--- src/rtl/lsu_mem_master.sv ---
// RV32I load/store initiator: one request in, one single-cycle memory access, one response out.
// Optional LSU_MISALIGN_TRAP_EN makes misaligned halfword/word accesses fault instead of issuing.
module lsu_mem_master #(
  parameter int ADDR_W    = 32,
  parameter int MEM_BYTES = 1024
) (
  input  logic              clk,
  input  logic              rst,
  input  logic              req_valid,
  output logic              req_ready,
  input  logic              req_is_store,
  input  logic [2:0]        req_funct3,
  input  logic [ADDR_W-1:0] req_addr,
  input  logic [31:0]       req_wdata,
  output logic              rsp_valid,
  input  logic              rsp_ready,
  output logic [31:0]       rsp_rdata,
  output logic              rsp_err,
  output logic              mem_read,
  output logic              mem_write,
  output logic [ADDR_W-1:0] mem_addr,
  output logic [31:0]       mem_write_data,
  output logic [3:0]        mem_byte_enable,
  input  logic [31:0]       mem_data_in
);

  // state  | meaning
  // IDLE   | ready for a request
  // ACCESS | single cycle with the memory strobe driven
  // RESP   | response held until the pipeline takes it
  typedef enum logic [1:0] {IDLE, ACCESS, RESP} state_t;

  localparam int AW1 = ADDR_W + 1;

  state_t state, state_next;

  logic              is_store_q;
  logic [2:0]        funct3_q;
  logic [ADDR_W-1:0] addr_q;
  logic [31:0]       wdata_q;
  logic              err_q;
  logic [31:0]       rdata_q;

  logic [2:0]   req_size;
  logic [AW1-1:0] req_last;
  logic         req_illegal;
  logic         req_out_of_range;
  logic         req_misaligned;
  logic         req_err;
  logic [3:0]   be_full;
  logic [31:0]  byte_mask;
  logic [31:0]  load_fmt;

  always_comb begin
    case (req_funct3[1:0])
      2'b00:   req_size = 3'd1;
      2'b01:   req_size = 3'd2;
      default: req_size = 3'd4;
    endcase
  end

  assign req_illegal = (req_funct3 == 3'b011) || (req_funct3[2:1] == 2'b11) ||
                       (req_is_store && req_funct3[2]);

  // One extra bit so addresses near the top of the space cannot wrap past the limit.
  assign req_last         = {1'b0, req_addr} + AW1'(req_size) - AW1'(1);
  assign req_out_of_range = (req_last >= AW1'(MEM_BYTES));

`ifdef LSU_MISALIGN_TRAP_EN
  assign req_misaligned = ((req_funct3[1:0] == 2'b01) && req_addr[0]) ||
                          ((req_funct3[1:0] == 2'b10) && (req_addr[1:0] != 2'b00));
`else
  assign req_misaligned = 1'b0;
`endif

  assign req_err = req_illegal || req_out_of_range || req_misaligned;

  always_comb begin
    case (funct3_q[1:0])
      2'b00:   be_full = 4'b0001;
      2'b01:   be_full = 4'b0011;
      default: be_full = 4'b1111;
    endcase
  end

  assign byte_mask = {{8{be_full[3]}}, {8{be_full[2]}}, {8{be_full[1]}}, {8{be_full[0]}}};

  always_comb begin
    case (funct3_q)
      3'b000:  load_fmt = {{24{mem_data_in[7]}}, mem_data_in[7:0]};
      3'b100:  load_fmt = {24'h0, mem_data_in[7:0]};
      3'b001:  load_fmt = {{16{mem_data_in[15]}}, mem_data_in[15:0]};
      3'b101:  load_fmt = {16'h0, mem_data_in[15:0]};
      default: load_fmt = mem_data_in;
    endcase
  end

  always_ff @(posedge clk or posedge rst) begin
    if (rst) state <= IDLE;
    else     state <= state_next;
  end

  always_ff @(posedge clk or posedge rst) begin
    if (rst) begin
      is_store_q <= 1'b0;
      funct3_q   <= 3'b000;
      addr_q     <= '0;
      wdata_q    <= 32'h0;
      err_q      <= 1'b0;
      rdata_q    <= 32'h0;
    end else begin
      if (state == IDLE && req_valid) begin
        is_store_q <= req_is_store;
        funct3_q   <= req_funct3;
        addr_q     <= req_addr;
        wdata_q    <= req_wdata;
        err_q      <= req_err;
      end
      if (state == ACCESS) begin
        rdata_q <= (err_q || is_store_q) ? 32'h0 : load_fmt;
      end
    end
  end

  always_comb begin
    state_next      = state;
    req_ready       = 1'b0;
    rsp_valid       = 1'b0;
    rsp_rdata       = 32'h0;
    rsp_err         = 1'b0;
    mem_read        = 1'b0;
    mem_write       = 1'b0;
    mem_addr        = '0;
    mem_write_data  = 32'h0;
    mem_byte_enable = 4'b0000;
    case (state)
      IDLE: begin
        req_ready = 1'b1;
        if (req_valid) state_next = ACCESS;
      end
      ACCESS: begin
        state_next = RESP;
        mem_addr   = addr_q;
        if (!err_q) begin
          mem_read        = !is_store_q;
          mem_write       = is_store_q;
          mem_byte_enable = be_full;
          mem_write_data  = wdata_q & byte_mask;
        end
      end
      RESP: begin
        rsp_valid = 1'b1;
        rsp_rdata = rdata_q;
        rsp_err   = err_q;
        if (rsp_ready) state_next = IDLE;
      end
      default: state_next = IDLE;
    endcase
  end

endmodule

--- config.mk ---
export PLATFORM = sky130hd
export DESIGN_NAME = lsu_mem_master
export DESIGN_NICKNAME = d
export VERILOG_FILES = /design/src/rtl/lsu_mem_master.sv
export SDC_FILE = /design/constraint.sdc
export NUM_CORES = 1
export LEC_CHECK = 0
export CORE_UTILIZATION = 52
export CTS_BUF_LIST = sky130_fd_sc_hd__clkbuf_8
export DETAILED_ROUTE_END_ITERATION = 12
export GPL_ROUTABILITY_DRIVEN = 1
export HOLD_SLACK_MARGIN = 0.1
export MAX_ROUTING_LAYER = met4
export PLACE_DENSITY = 0.9
export REMOVE_ABC_BUFFERS = 1
export SLEW_MARGIN = 20
export SYNTH_ARGS = -nofsm -noshare
export SYNTH_HDL_FRONTEND = slang
export SYNTH_SLANG_ARGS = --single-unit
--- constraint.sdc ---
create_clock -name clk -period 6.3 [get_ports clk]
set_input_delay 0.63 -clock clk [delete_from_list [all_inputs] [get_ports clk]]
set_output_delay 0.63 -clock clk [all_outputs]
set_load 0.02 [all_outputs]
## Yosys cells after proc, flatten, opt, wreduce, memory -nomap -nowiden

Index checks and enable logic that the tools add are counted.

- $add $sub $neg: 2
- Multiply operators: 0
- Divide/modulo/power cells: 0
- Magnitude comparators: 1
- Equality and inequality tests: 11
- Shift operators: 0
- Mux-type cells: 20
- Bitwise gates (word level): 1
- Reduce and logical (&&, ||, !) cells: 12

Operator list:

| operator | count |
|---|---|
| two-way mux 32 bit | 5 |
| case mux 32 bit (4 select lines) | 1 |
| adder 32 x 3 -> 33 bit | 1 |
| greater-or-equal comparator 33 x 11 -> 1 bit (second input constant) | 1 |
| subtractor 33 x 1 -> 33 bit (second input constant) | 1 |
| AND 32 bit | 1 |
| two-way mux 4 bit | 2 |
| case mux 4 bit (2 select lines) | 1 |
| two-way mux 1 bit | 7 |
| == test 2 x 1 -> 1 bit (second input constant) | 3 |
| == test 3 bit (second input constant) | 2 |
| logical NOT 2 bit | 3 |
| case mux 2 bit (3 select lines) | 1 |
| case mux 3 bit (2 select lines) | 1 |
| == test 2 bit (second input constant) | 2 |
| logical OR 1 bit | 4 |
| two-way mux 2 bit | 2 |
| inequality test 2 bit (second input constant) | 2 |
| == test 3 x 1 -> 1 bit (second input constant) | 1 |
| == test 3 x 2 -> 1 bit (second input constant) | 1 |
| logical NOT 3 bit | 1 |
| logical AND 1 bit | 2 |
| AND reduction 2 bit | 1 |
| logical NOT 1 bit | 1 |

- Flip-flop bits (word level): 103
- Latch bits: 0
- Bits in writable memories: 0
- ROM bits: 0
- Logic and storage cells: 54
- Memories: 0

## Longest topological paths before layout

Gate-level depths: netlist (run 1).

- Word-level depth: 6
- Mapped depth: 16
- Mapped depth without buffers: 16

## Least setup slack after synthesis (run 1)

OpenSTA, ideal clock, no wires.

- Path type: input to register
- From: input port req_funct3[0]
- To: register err_q
- Arrival time: 3.111 ns
- Data required time: 6.158 ns
- Setup slack: 3.047 ns
- Stages on the path: 15
- Path buffers: 0
- Path through: or2_2 -> ha_1 -> inv_1 -> ha_1 -> inv_1 -> fa_1 -> nand2b_1 -> a21oi_1 -> o21ai_1 -> o41ai_1 -> nor2_1 -> xor2_1 -> nand4_1 -> nor4_1 -> a41oi_1

- Cells in the longest elaborated chain, start to end: 6
- Elaborated cells between the ends (all ways): 10
- Those cells by class: add/sub (2); order compare (1); eq/ne (2); mux (1); reduce/logical (4)

Ends and longest elaborated chain:

| element | RTL line | text |
|---|---|---|
| start: declaration | 12 | `input logic [2:0] req_funct3,` |
| == test 2 x 1 -> 1 bit or logical NOT 2 bit (tied branches) | 55 | `case (req_funct3[1:0])` |
| case mux 3 bit (2 select lines) | 55 |  |
| adder 32 x 3 -> 33 bit | 66 | `assign req_last = {1'b0, req_addr} + AW1'(req_size) - AW1'(1);` |
| subtractor 33 x 1 -> 33 bit | 66 |  |
| greater-or-equal comparator 33 x 11 -> 1 bit | 67 | `assign req_out_of_range = (req_last >= AW1'(MEM_BYTES));` |
| logical OR 1 bit (*) | 76 | `assign req_err = req_illegal \|\| req_out_of_range \|\| req_misaligned;` |
| end signal: assignment | 117 | `err_q <= req_err;` |
| end: declaration | 41 | `logic err_q;` |

Mark *: on every way between the ends. The rest lies on a longest branch, timed or not.
A chain may end at the register's enable or synchronous reset.

## Final worst setup path (run 1)

- From: input port req_funct3[1]
- To: register err_q

Same word-level chain as after synthesis.

==> flow_metrics.py, run 1 <==
metrics = {
    "synth": {
        "seq_area_frac_synth_pct": 39.2,
        "ys.flop_type": "dfrtp_1",
        "synth_commonest_cells": "dfrtp_1, and2_1, mux2_2",
        "synth_most_common_cell": "dfrtp_1",
        "yosys.area.top_type": "dfrtp_1",
        "async_reset_ff_share_pct": 100,
        "synth_cell_types": 58,
        "syn_avg_cell_area_sq_um": 9.57,
        "yosys-top-cells-area": "dfrtp_1, mux2_2, and2_1",
        "synth_warnings": 0,
        "syn-instance-count": 687,
        "synth_area_sq_um": 6570,
        "synth-seq-cells": 103,
        "synth_top_area_share_pct": 39.2,
        "synth_edf_count": 0,
    },
    "critical_path": {
        "cp-start-kind": "input port",
        "critPathSlowestCell": "o41ai_1",
        "cp.arrival_ps": 4100,
        "path_cells": "clkdlybuf4s50_1 -> or2_2 -> ha_1 -> inv_1 -> ha_1 -> inv_1 -> fa_1 -> nand2b_1 -> a21oi_1 -> o21ai_1 -> o41ai_1 -> nor2_1 -> xor2_1 -> nand4_1 -> nor4_1 -> a41oi_1",
        "slowest_delay_ps": 500,
        "critPathKind": "in2reg",
        "cp.required_ps": 6550,
        "path_max_fanout": 4,
        "r2r_cells": 9,
        "crit_path_end_kind": "flip-flop",
    },
    "route": {
        "vias": 5782,
        "postRouteAntennaNets": 0,
        "drtIter0Drc": 313,
        "drt_first_pass_iters": 5,
        "via_per_inst": 5.50,
        "routed_wl_mm": 18.3,
        "drc": 0,
        "wl_per_cell_microns": 17.4,
    },
    "global_routing": {
        "antenna_found_initial": 1,
        "overflow": 0,
        "grt.total_usage_pct": 29.8,
        "grt_pass1_vias": 5823,
        "grt_max_degree": 79,
        "grt_pass1_wl_mm": 29.3,
    },
    "sta": {
        "tightest_slew_ps": 1000,
        "setup_slack_ps": 2450,
        "drv_slew": 0,
        "fin_hold_ws_ps": 485,
        "finalWorstPathRequiredPeriod_ps": 3850,
        "setup_viol": 0,
        "finClkSkew_ps": 10.6,
        "rsz0062_at_grt": "false",
        "fmax_ghz": 0.260,
        "finalSetupTns_ps": 0,
        "period_share_pct": 61.1,
        "finalHoldViolCount": 0,
        "maxSlewHeadroom_pct": 32.7,
    },
    "cts": {
        "clock_latency_ps": 380,
        "path_clk_slew_ps": 100,
        "cts_tree": "yes",
        "cts.sinks": 103,
        "post_cts_buffers": 0,
        "ctsHoldBuffers": 0,
        "cts_resized": 0,
        "cts_made_buffers": 9,
        "cts_root_buf": "clkbuf_8",
        "cts_max_level": 3,
        "clk_path_buf_depth": 2,
    },
    "worst_hold_path": {
        "hp-class": "reg2reg",
        "hold_path_depth": 2,
    },
    "place": {
        "dpl_worst_slack_ps": 2100,
        "place_area_sq_um": 8780,
        "hpwl_mm": 13.9,
        "placedCellCount": 1035,
        "portBuffers": 208,
        "place_congestion": 0.888,
    },
    "power": {
        "irDropWorstVdd_uv": 172,
        "power_leakage_nw": 3.90,
        "powerDensity_nw_per_um2": 276,
        "power.total_mw": 2.47,
    },
    "outcome": {
        "outcome": "completed",
    },
    "cells_and_area": {
        "final_area_sq_um": 8950,
        "area_growth_pct": 36.2,
        "instances_no_fill": 1051,
        "final_nets": 1017,
        "drive_gt1_share_pct": 12.1,
        "post-route-util_pct": 73.6,
    },
    "floorplan": {
        "boundaryPins": 209,
        "die_h_microns": 114,
        "core.rowCount": 40,
        "dieArea_sq_um": 13100,
        "start_util_pct": 54.0,
        "core-area_sq_um": 12200,
        "die_width_microns": 114,
    },
    "flow_run": {
        "max-cap-violations": 0,
    },
}
[cells by family (layout without fill, tap and decap cells)]
kind of cell    after synthesis  count (layout)  synth area share [%]
flops                       103             103                  39.2
mux                          71              71                  12.1
xor+xnor                     14              14                  1.87
buf+inv                      83             278                  5.01
fa+ha+maj                    35              35                  6.78
other cells                   0               1                     0
simple gates                234             234                  19.6
compound gates              147             147                  15.4
[routing by layer]
layer | wire (microns) | track usage, % | vias to the layer above
li1 | - | - | 2781
met1 | 7760 | 37.2 | 2740
met2 | 8780 | 47.0 | 226
met3 | 1330 | 7.09 | 35
met4 | 430 | 11.3 | 0
met5 | 0 | - | -
[registers in the layout (all words and copies together), names as in the netlist]
register,flops
funct3_q,3
state,2
wdata_q,32
err_q,1
is_store_q,1
rdata_q,32
addr_q,32
[area by class of cell]
class | count | area, sq um
well taps | 168 | 210
repair buffers | 215 | 2140
clock buffers | 10 | 138
clock inverters | 5 | 35.0
diodes | 1 | 2.50
flip-flops and latches | 103 | 2580
inverters | 48 | 183
multi-input cells | 501 | 3670
fillers | 896 | 3210
[power breakdown]
group	switching (mW)	total, mW	internal [mW]
Combinational	0.524	1.07	0.542
Clock	0.237	0.390	0.153
Sequential	0.124	1.01	0.889
Total	0.885	2.47	1.58
[worst max-delay path: cells and delay by family]
family / cells / cell delay, ps
XOR/XNOR: 1 / 160
buffers and inverters: 3 / 590
adder cells (fa/ha/maj): 3 / 690
AND/OR/NAND/NOR: 5 / 1020
AO/OA/AOI/OAI: 4 / 1000
[path summary, 6_finish.rpt]
check	start	endpoint	slack, ps
worst max-delay path	req_funct3[1]	err_q	2450
worst min-delay path	rdata_q[22]	rdata_q[22]	490
worst max register to register	state[0]	err_q	3210
worst min register to register	rdata_q[22]	rdata_q[22]	490
max in group asynchronous	rst	addr_q[2]	4720
min in group asynchronous	rst	addr_q[30]	590
[placed cells by master (no fill, tap or decap), types with 8 or more instances in the layout]
cell / synthesis / final
inv_1: 48 / 48
xor2_1: 8 / 8
and2_1: 84 / 83
mux2_2: 68 / 68
nand2_1: 51 / 51
a21oi_1: 28 / 28
nand4_1: 9 / 9
o21ai_0: 48 / 48
a22o_1: 16 / 16
nor3_1: 8 / 8
ha_1: 34 / 34
clkbuf_8: 0 / 10
dfrtp_1: 103 / 103
nor2_1: 18 / 18
clkdlybuf4s50_1: 0 / 208
nor2b_1: 23 / 22
and3_1: 16 / 16
(Power assumes the default switching activity.)
==> run 2: changes to the inputs <==
- CORE_UTILIZATION: 52 -> 49
- PLACE_DENSITY: 0.9 -> 0.86
- clock period: 6.3 -> 3.78 ns (I/O delays scaled with it)
==> run 2 against run 1 <==
- wire length about the same
- worst setup slack worse by 2200 ps
- largest cell class unchanged
- clock-buffer cell count unchanged
- critical path depth up 1
- first-iteration DRC count down 1.6%
- non-clock buffer count up 11
- combinational power up 68%
- clock skew down 1.1 ps
- worst hold slack worse by 40 ps
- sequential power up 65%
==> flow_metrics.py, run 2 (same netlist as run 1, synthesis figures left out) <==
metrics = {
    "cells_and_area": {
        "area_growth_pct": 38.2,
        "final_nets": 1028,
        "fillerInstances": 1001,
        "most-common-layout-cells": "clkdlybuf4s50_1, dfrtp_1, and2_1",
        "layout_commonest_cell": "clkdlybuf4s50_1",
        "top_regs": "addr_q (32), rdata_q (32), wdata_q (32)",
        "post-route-util_pct": 70.8,
        "diodes": 0,
        "drive_gt1_share_pct": 13.4,
    },
    "sta": {
        "period_share_pct": 93.1,
        "rsz0062_at_grt": "false",
        "fmax_ghz": 0.284,
        "tightest_slew_ps": 917,
        "finalHoldViolCount": 0,
        "finClkSkew_ps": 9.47,
        "setup_viol": 0,
        "maxSlewHeadroom_pct": 38.9,
        "finalWorstPathRequiredPeriod_ps": 3520,
        "drv_slew": 0,
    },
    "cts": {
        "post_cts_buffers": 0,
        "cts.sinks": 103,
        "cts_made_buffers": 9,
        "cts_resized": 0,
        "ctsHoldBuffers": 0,
        "cts_max_level": 3,
        "cts_tree": "yes",
        "clock_latency_ps": 380,
        "clk_path_buf_depth": 2,
        "path_clk_slew_ps": 100,
        "cts_root_buf": "clkbuf_8",
    },
    "power": {
        "power.total_mw": 4.20,
        "p_int_mw": 2.73,
        "p_switching_mw": 1.48,
        "pwr-share-seq_pct": 39.7,
        "power_switching_share_pct": 35.1,
        "power_leakage_nw": 3.97,
        "powerDensity_nw_per_um2": 463,
        "clkPwrFrac_pct": 17.4,
        "combPwrFrac_pct": 42.9,
        "irDropWorstVdd_uv": 302,
    },
    "route": {
        "drc": 0,
        "routed_wl_mm": 18.3,
        "postRouteAntennaNets": 0,
        "wl_per_cell_microns": 17.2,
        "drt_first_pass_iters": 5,
        "vias": 5832,
        "via_per_inst": 5.47,
        "drtIter0Drc": 308,
    },
    "flow_run": {
        "max-cap-violations": 0,
    },
    "floorplan": {
        "start_util_pct": 51.2,
        "dieArea_sq_um": 13900,
        "core-area_sq_um": 12800,
        "core.rowCount": 41,
        "die_width_microns": 118,
        "die_h_microns": 118,
        "boundaryPins": 209,
    },
    "place": {
        "portBuffers": 208,
        "place_congestion": 0.952,
        "hpwl_mm": 13.9,
    },
    "critical_path": {
        "crit_path_end_kind": "flip-flop",
        "timing.reg2reg.setup_slack_ps": 1320,
        "rr_startpoint": "state[0]",
        "critPathSlowestCell": "clkdlybuf4s50_1",
        "critPathKind": "in2reg",
        "r2r_end": "err_q",
        "path_max_fanout": 4,
        "slowest_delay_ps": 460,
        "path_cells": "clkdlybuf4s50_1 -> or2_2 -> ha_1 -> inv_1 -> ha_1 -> inv_1 -> fa_1 -> nand2b_1 -> a21oi_1 -> o21ai_1 -> o41ai_2 -> buf_4 -> nor2_1 -> xor2_1 -> nand4_1 -> nor4_1 -> a41oi_1",
        "r2r_cells": 9,
        "cp.arrival_ps": 3760,
        "cp-start-kind": "input port",
        "cp.required_ps": 4030,
    },
    "global_routing": {
        "antenna_found_initial": 0,
        "grt_pass1_vias": 6133,
        "overflow": 0,
        "grt_max_degree": 71,
        "grt_pass1_wl_mm": 30.4,
        "grt.total_usage_pct": 28.1,
    },
    "worst_hold_path": {
        "hp-class": "in2async",
    },
    "outcome": {
        "outcome": "completed",
    },
}
==> run 2: changes by cell type in the layout (fill, tap and decap cells not counted), sizes merged <==
| cell | before | now |
|---|---|---|
| clkinvlp | 0 | 1 |
| buf | 7 | 18 |
| diode | 1 | 0 |
| bufinv | 0 | 1 |
| clkinv | 3 | 2 |
==> run 2: how the worst max path moves through the flow <==
stage | from | to | cells past startpoint
2_1_floorplan | state[0] | err_q | 9
3_3_place_gp | req_funct3[0] | err_q | 17
3_5_place_dp | req_funct3[1] | err_q | 17
4_1_cts | req_funct3[1] | err_q | 17
5_1_grt | req_funct3[1] | err_q | 17
6_report | req_funct3[1] | err_q | 17
==> run 2: metrics by stage <==
step | instances | setup slack [ps] | cell area, sq um | hold slack, ps | setup TNS [ps]
after detailed placement | 1050 | -115 | 8860 | 462 | -115
after global routing | 1066 | 78.3 | 9080 | 516 | 0
after global placement | 1050 | -98.2 | 8860 | 455 | -98.2
after floorplan | 652 | -182 | 6420 | 442 | -182
after CTS | 1066 | 260 | 9070 | 474 | 0
final | 1066 | 261 | 9080 | 445 | 0
==> run 2: cell type report <==
type	instances	area (sq um)	area share (%)
sequential	103	2580	28.4
multi-input combinational	501	3680	40.6
clock buffer	10	138	1.52
clock inverter	6	70.1	0.771
timing repair buffer	226	2220	24.4
tap	172	215	2.37
inverter	48	183	2.01
==> run 2: critical path, delay by kind of cell <==
family	cells	cell delay [ps]
AO/OA/AOI/OAI	4	830
buffers and inverters	4	740
adder cells (fa/ha/maj)	3	700
XOR/XNOR	1	150
AND/OR/NAND/NOR	5	960
==> run 2: power groups by stage <==
| stage | logic (mW) | clock network, mW | registers [mW] |
|---|---|---|---|
| after floorplan | 1.16 | 0 | 1.65 |
| after global placement | 1.76 | 0 | 1.67 |
| after detailed placement | 1.80 | 0 | 1.69 |
| after CTS | 1.81 | 0.752 | 1.67 |
| after global routing | 1.96 | 0.781 | 1.72 |
| final | 1.80 | 0.730 | 1.67 |
==> run 2: metal layers <==
layer,wire length (microns),up-vias,track usage (%)
met5,0,-,-
met4,416,0,9.78
met3,1070,36,5.33
met2,8700,215,45.5
met1,8110,2785,35.0
li1,-,2796,-
==> run 3: changes to the inputs <==
- ABC_AREA: default -> 1
- CORE_UTILIZATION: 49 -> 50
==> run 3 against run 2 <==
- die area up 8.0%
- worst hold slack improved by 49 ps
- register-to-register slack about the same
- cell count increased by 44%
- critical path type unchanged
- largest cell class unchanged
==> flow_metrics.py, run 3 <==
metrics = {
    "outcome": {
        "outcome": "completed",
    },
    "critical_path": {
        "r2r_cells": 10,
        "timing.reg2reg.setup_slack_ps": 1320,
        "critPathKind": "in2reg",
        "crit_top_cell": "nand2_1",
        "cp-start-kind": "input port",
        "cp.arrival_ps": 3220,
        "r2r_end": "err_q",
        "critPathSlowestCell": "clkdlybuf4s50_1",
        "path_cells": "clkdlybuf4s50_1 -> inv_1 -> nand2_1 -> ha_1 -> inv_1 -> ha_1 -> inv_1 -> fa_1 -> inv_1 -> nand3_1 -> nand2_1 -> nand2_1 -> nand2_1 -> nand3_1 -> nand2_1 -> nor2_1 -> nor2_1 -> nand2_1 -> nor2_1 -> nand2_1 -> nor2_1 -> a21oi_1",
        "slowest_delay_ps": 440,
        "path_max_fanout": 5,
        "cp.required_ps": 4050,
        "rr_startpoint": "state[1]",
        "crit_path_end_kind": "flip-flop",
    },
    "sta": {
        "rsz0062_at_grt": "false",
        "finalSetupTns_ps": 0,
        "maxSlewHeadroom_pct": 48.6,
        "finClkSkew_ps": 9.64,
        "setup_slack_ps": 828,
        "tightest_slew_ps": 770,
        "period_share_pct": 78.1,
        "finalHoldViolCount": 0,
        "setup_viol": 0,
        "fmax_ghz": 0.339,
        "drv_slew": 0,
        "finalWorstPathRequiredPeriod_ps": 2950,
    },
    "synth": {
        "syn_avg_cell_area_sq_um": 6.33,
        "synth-seq-cells": 103,
        "yosys-top-cells-area": "dfrtp_1, nand2_1, inv_1",
        "syn-instance-count": 1146,
        "synth_edf_count": 0,
        "seq_area_frac_synth_pct": 35.5,
        "yosys.area.top_type": "dfrtp_1",
        "synth_top_area_share_pct": 35.5,
        "synth_commonest_cells": "nand2_1, inv_1, nor2_1",
        "synth_area_sq_um": 7250,
        "synth_cell_types": 33,
        "ys.flop_type": "dfrtp_1",
        "synth_warnings": 0,
        "async_reset_ff_share_pct": 100,
        "synth_most_common_cell": "nand2_1",
    },
    "cells_and_area": {
        "most-common-layout-cells": "nand2_1, inv_1, clkdlybuf4s50_1",
        "multi_input_area_sq_um": 3570,
        "area_growth_pct": 33.9,
        "drive_gt1_share_pct": 3.41,
        "final_nets": 1482,
        "final_area_sq_um": 9710,
        "register_area_sq_um": 2580,
        "layout_commonest_cell": "nand2_1",
        "top_regs": "addr_q (32), rdata_q (32), wdata_q (32)",
        "instances_no_fill": 1530,
        "post-route-util_pct": 69.4,
        "fillerInstances": 1229,
    },
    "route": {
        "drt_first_pass_iters": 5,
        "postRouteAntennaNets": 0,
        "drtIter0Drc": 477,
        "wl_per_cell_microns": 14.0,
        "via_per_inst": 4.89,
        "routed_wl_mm": 21.4,
        "vias": 7489,
        "drc": 0,
    },
    "cts": {
        "path_clk_slew_ps": 100,
        "cts_tree": "yes",
        "cts_root_buf": "clkbuf_8",
        "cts.sinks": 103,
        "clk_path_buf_depth": 2,
        "cts_max_level": 3,
        "clock_latency_ps": 370,
        "cts_made_buffers": 9,
        "ctsHoldBuffers": 0,
        "cts_resized": 0,
        "post_cts_buffers": 0,
    },
    "global_routing": {
        "grt_pass1_wl_mm": 33.3,
        "grt_max_degree": 65,
        "antenna_found_initial": 2,
        "grt.total_usage_pct": 29.6,
        "grt_pass1_vias": 6811,
        "overflow": 0,
    },
    "floorplan": {
        "core.rowCount": 43,
        "dieArea_sq_um": 15000,
        "die_h_microns": 122,
        "boundaryPins": 209,
        "die_width_microns": 122,
        "start_util_pct": 51.8,
        "core-area_sq_um": 14000,
    },
    "power": {
        "combPwrFrac_pct": 43.9,
        "pwr-share-seq_pct": 38.8,
        "irDropWorstVdd_uv": 214,
        "clkPwrFrac_pct": 17.3,
        "p_int_mw": 2.44,
        "powerDensity_nw_per_um2": 429,
        "p_switching_mw": 1.72,
        "power_switching_share_pct": 41.3,
        "power_leakage_nw": 4.98,
    },
    "flow_run": {
        "max-cap-violations": 0,
    },
    "place": {
        "placedCellCount": 1512,
        "place_congestion": 0.926,
        "portBuffers": 208,
        "place_area_sq_um": 9510,
        "dpl_worst_slack_ps": 479,
        "hpwl_mm": 16.9,
    },
    "worst_hold_path": {
        "hp-class": "reg2reg",
        "min_to": "addr_q[13]",
        "min-delay-start": "addr_q[13]",
        "hold_path_depth": 2,
    },
}
[run 3: cell count changes after synthesis, sizes merged, moves of 10 or more]
cell,delta
clkbuf,-10
o21ai,+29
inv,+212
o22ai,+25
and3,-16
a22o,-16
nand3,+38
nor2b,-23
mux2,-68
nor2,+170
and2,-83
nand2,+267
[run 3: through the flow]
stage	total power [mW]	hold WS, ps
floorplan	2.75	453
global placement	3.40	468
detailed placement	3.46	474
CTS	4.18	497
global route	4.48	511
finish	4.16	494
[run 3: how the worst max path moves through the flow]
stage	start	to	slack [ps]	cells after the start
2_1_floorplan	state[1]	wdata_q[0]	640	4
3_3_place_gp	req_funct3[1]	err_q	510	22
3_5_place_dp	req_funct3[1]	err_q	480	22
4_1_cts	state[1]	mem_write_data[23]	870	8
5_1_grt	req_funct3[1]	err_q	450	22
6_report	req_funct3[1]	err_q	830	22
[run 3: cells by family after synthesis]
kind of cell    count (synthesis)  synth area share (%)
compound gates                143                  10.7
xor+xnor                        4                 0.483
fa+ha+maj                      35                  6.14
buf+inv                       291                  15.3
flops                         103                  35.5
simple gates                  570                  31.9
[run 3: critical path: cells and delay by family]
| family | cells | cell delay (ps) |
|---|---|---|
| compound gates | 1 | 80 |
| fa+ha+maj | 3 | 840 |
| buf+inv | 5 | 820 |
| simple gates | 13 | 1100 |
[run 3: layer usage]
metal	wire length [microns]	GRT usage (%)	vias up	part of all wire, %
met3	1330	4.97	39	6.2
met5	0	-	-	0
met1	9220	36.5	3382	43
li1	-	-	3843	-
met4	595	11.8	0	2.8
met2	10200	48.3	225	48
[run 3: final cells by class]
| cell class | count | share of cell area, % |
|---|---|---|
| Clock inverter | 5 | 0.580 |
| Inverter | 262 | 10.2 |
| Sequential cell | 103 | 26.6 |
| Multi-Input combinational cell | 752 | 36.8 |
| Timing Repair Buffer | 215 | 22.1 |
| Antenna cell | 3 | 0.0773 |
| Clock buffer | 10 | 1.42 |
| Tap cell | 180 | 2.32 |
[run 3: power by group through the flow]
stage          clock network (mW)  registers [mW]  logic (mW)
6_report                    0.722            1.61        1.83
5_1_grt                     0.769            1.65        2.06
4_1_cts                     0.733            1.61        1.84
3_5_place_dp                    0            1.64        1.82
3_3_place_gp                    0            1.62        1.78
2_1_floorplan                   0            1.60        1.16
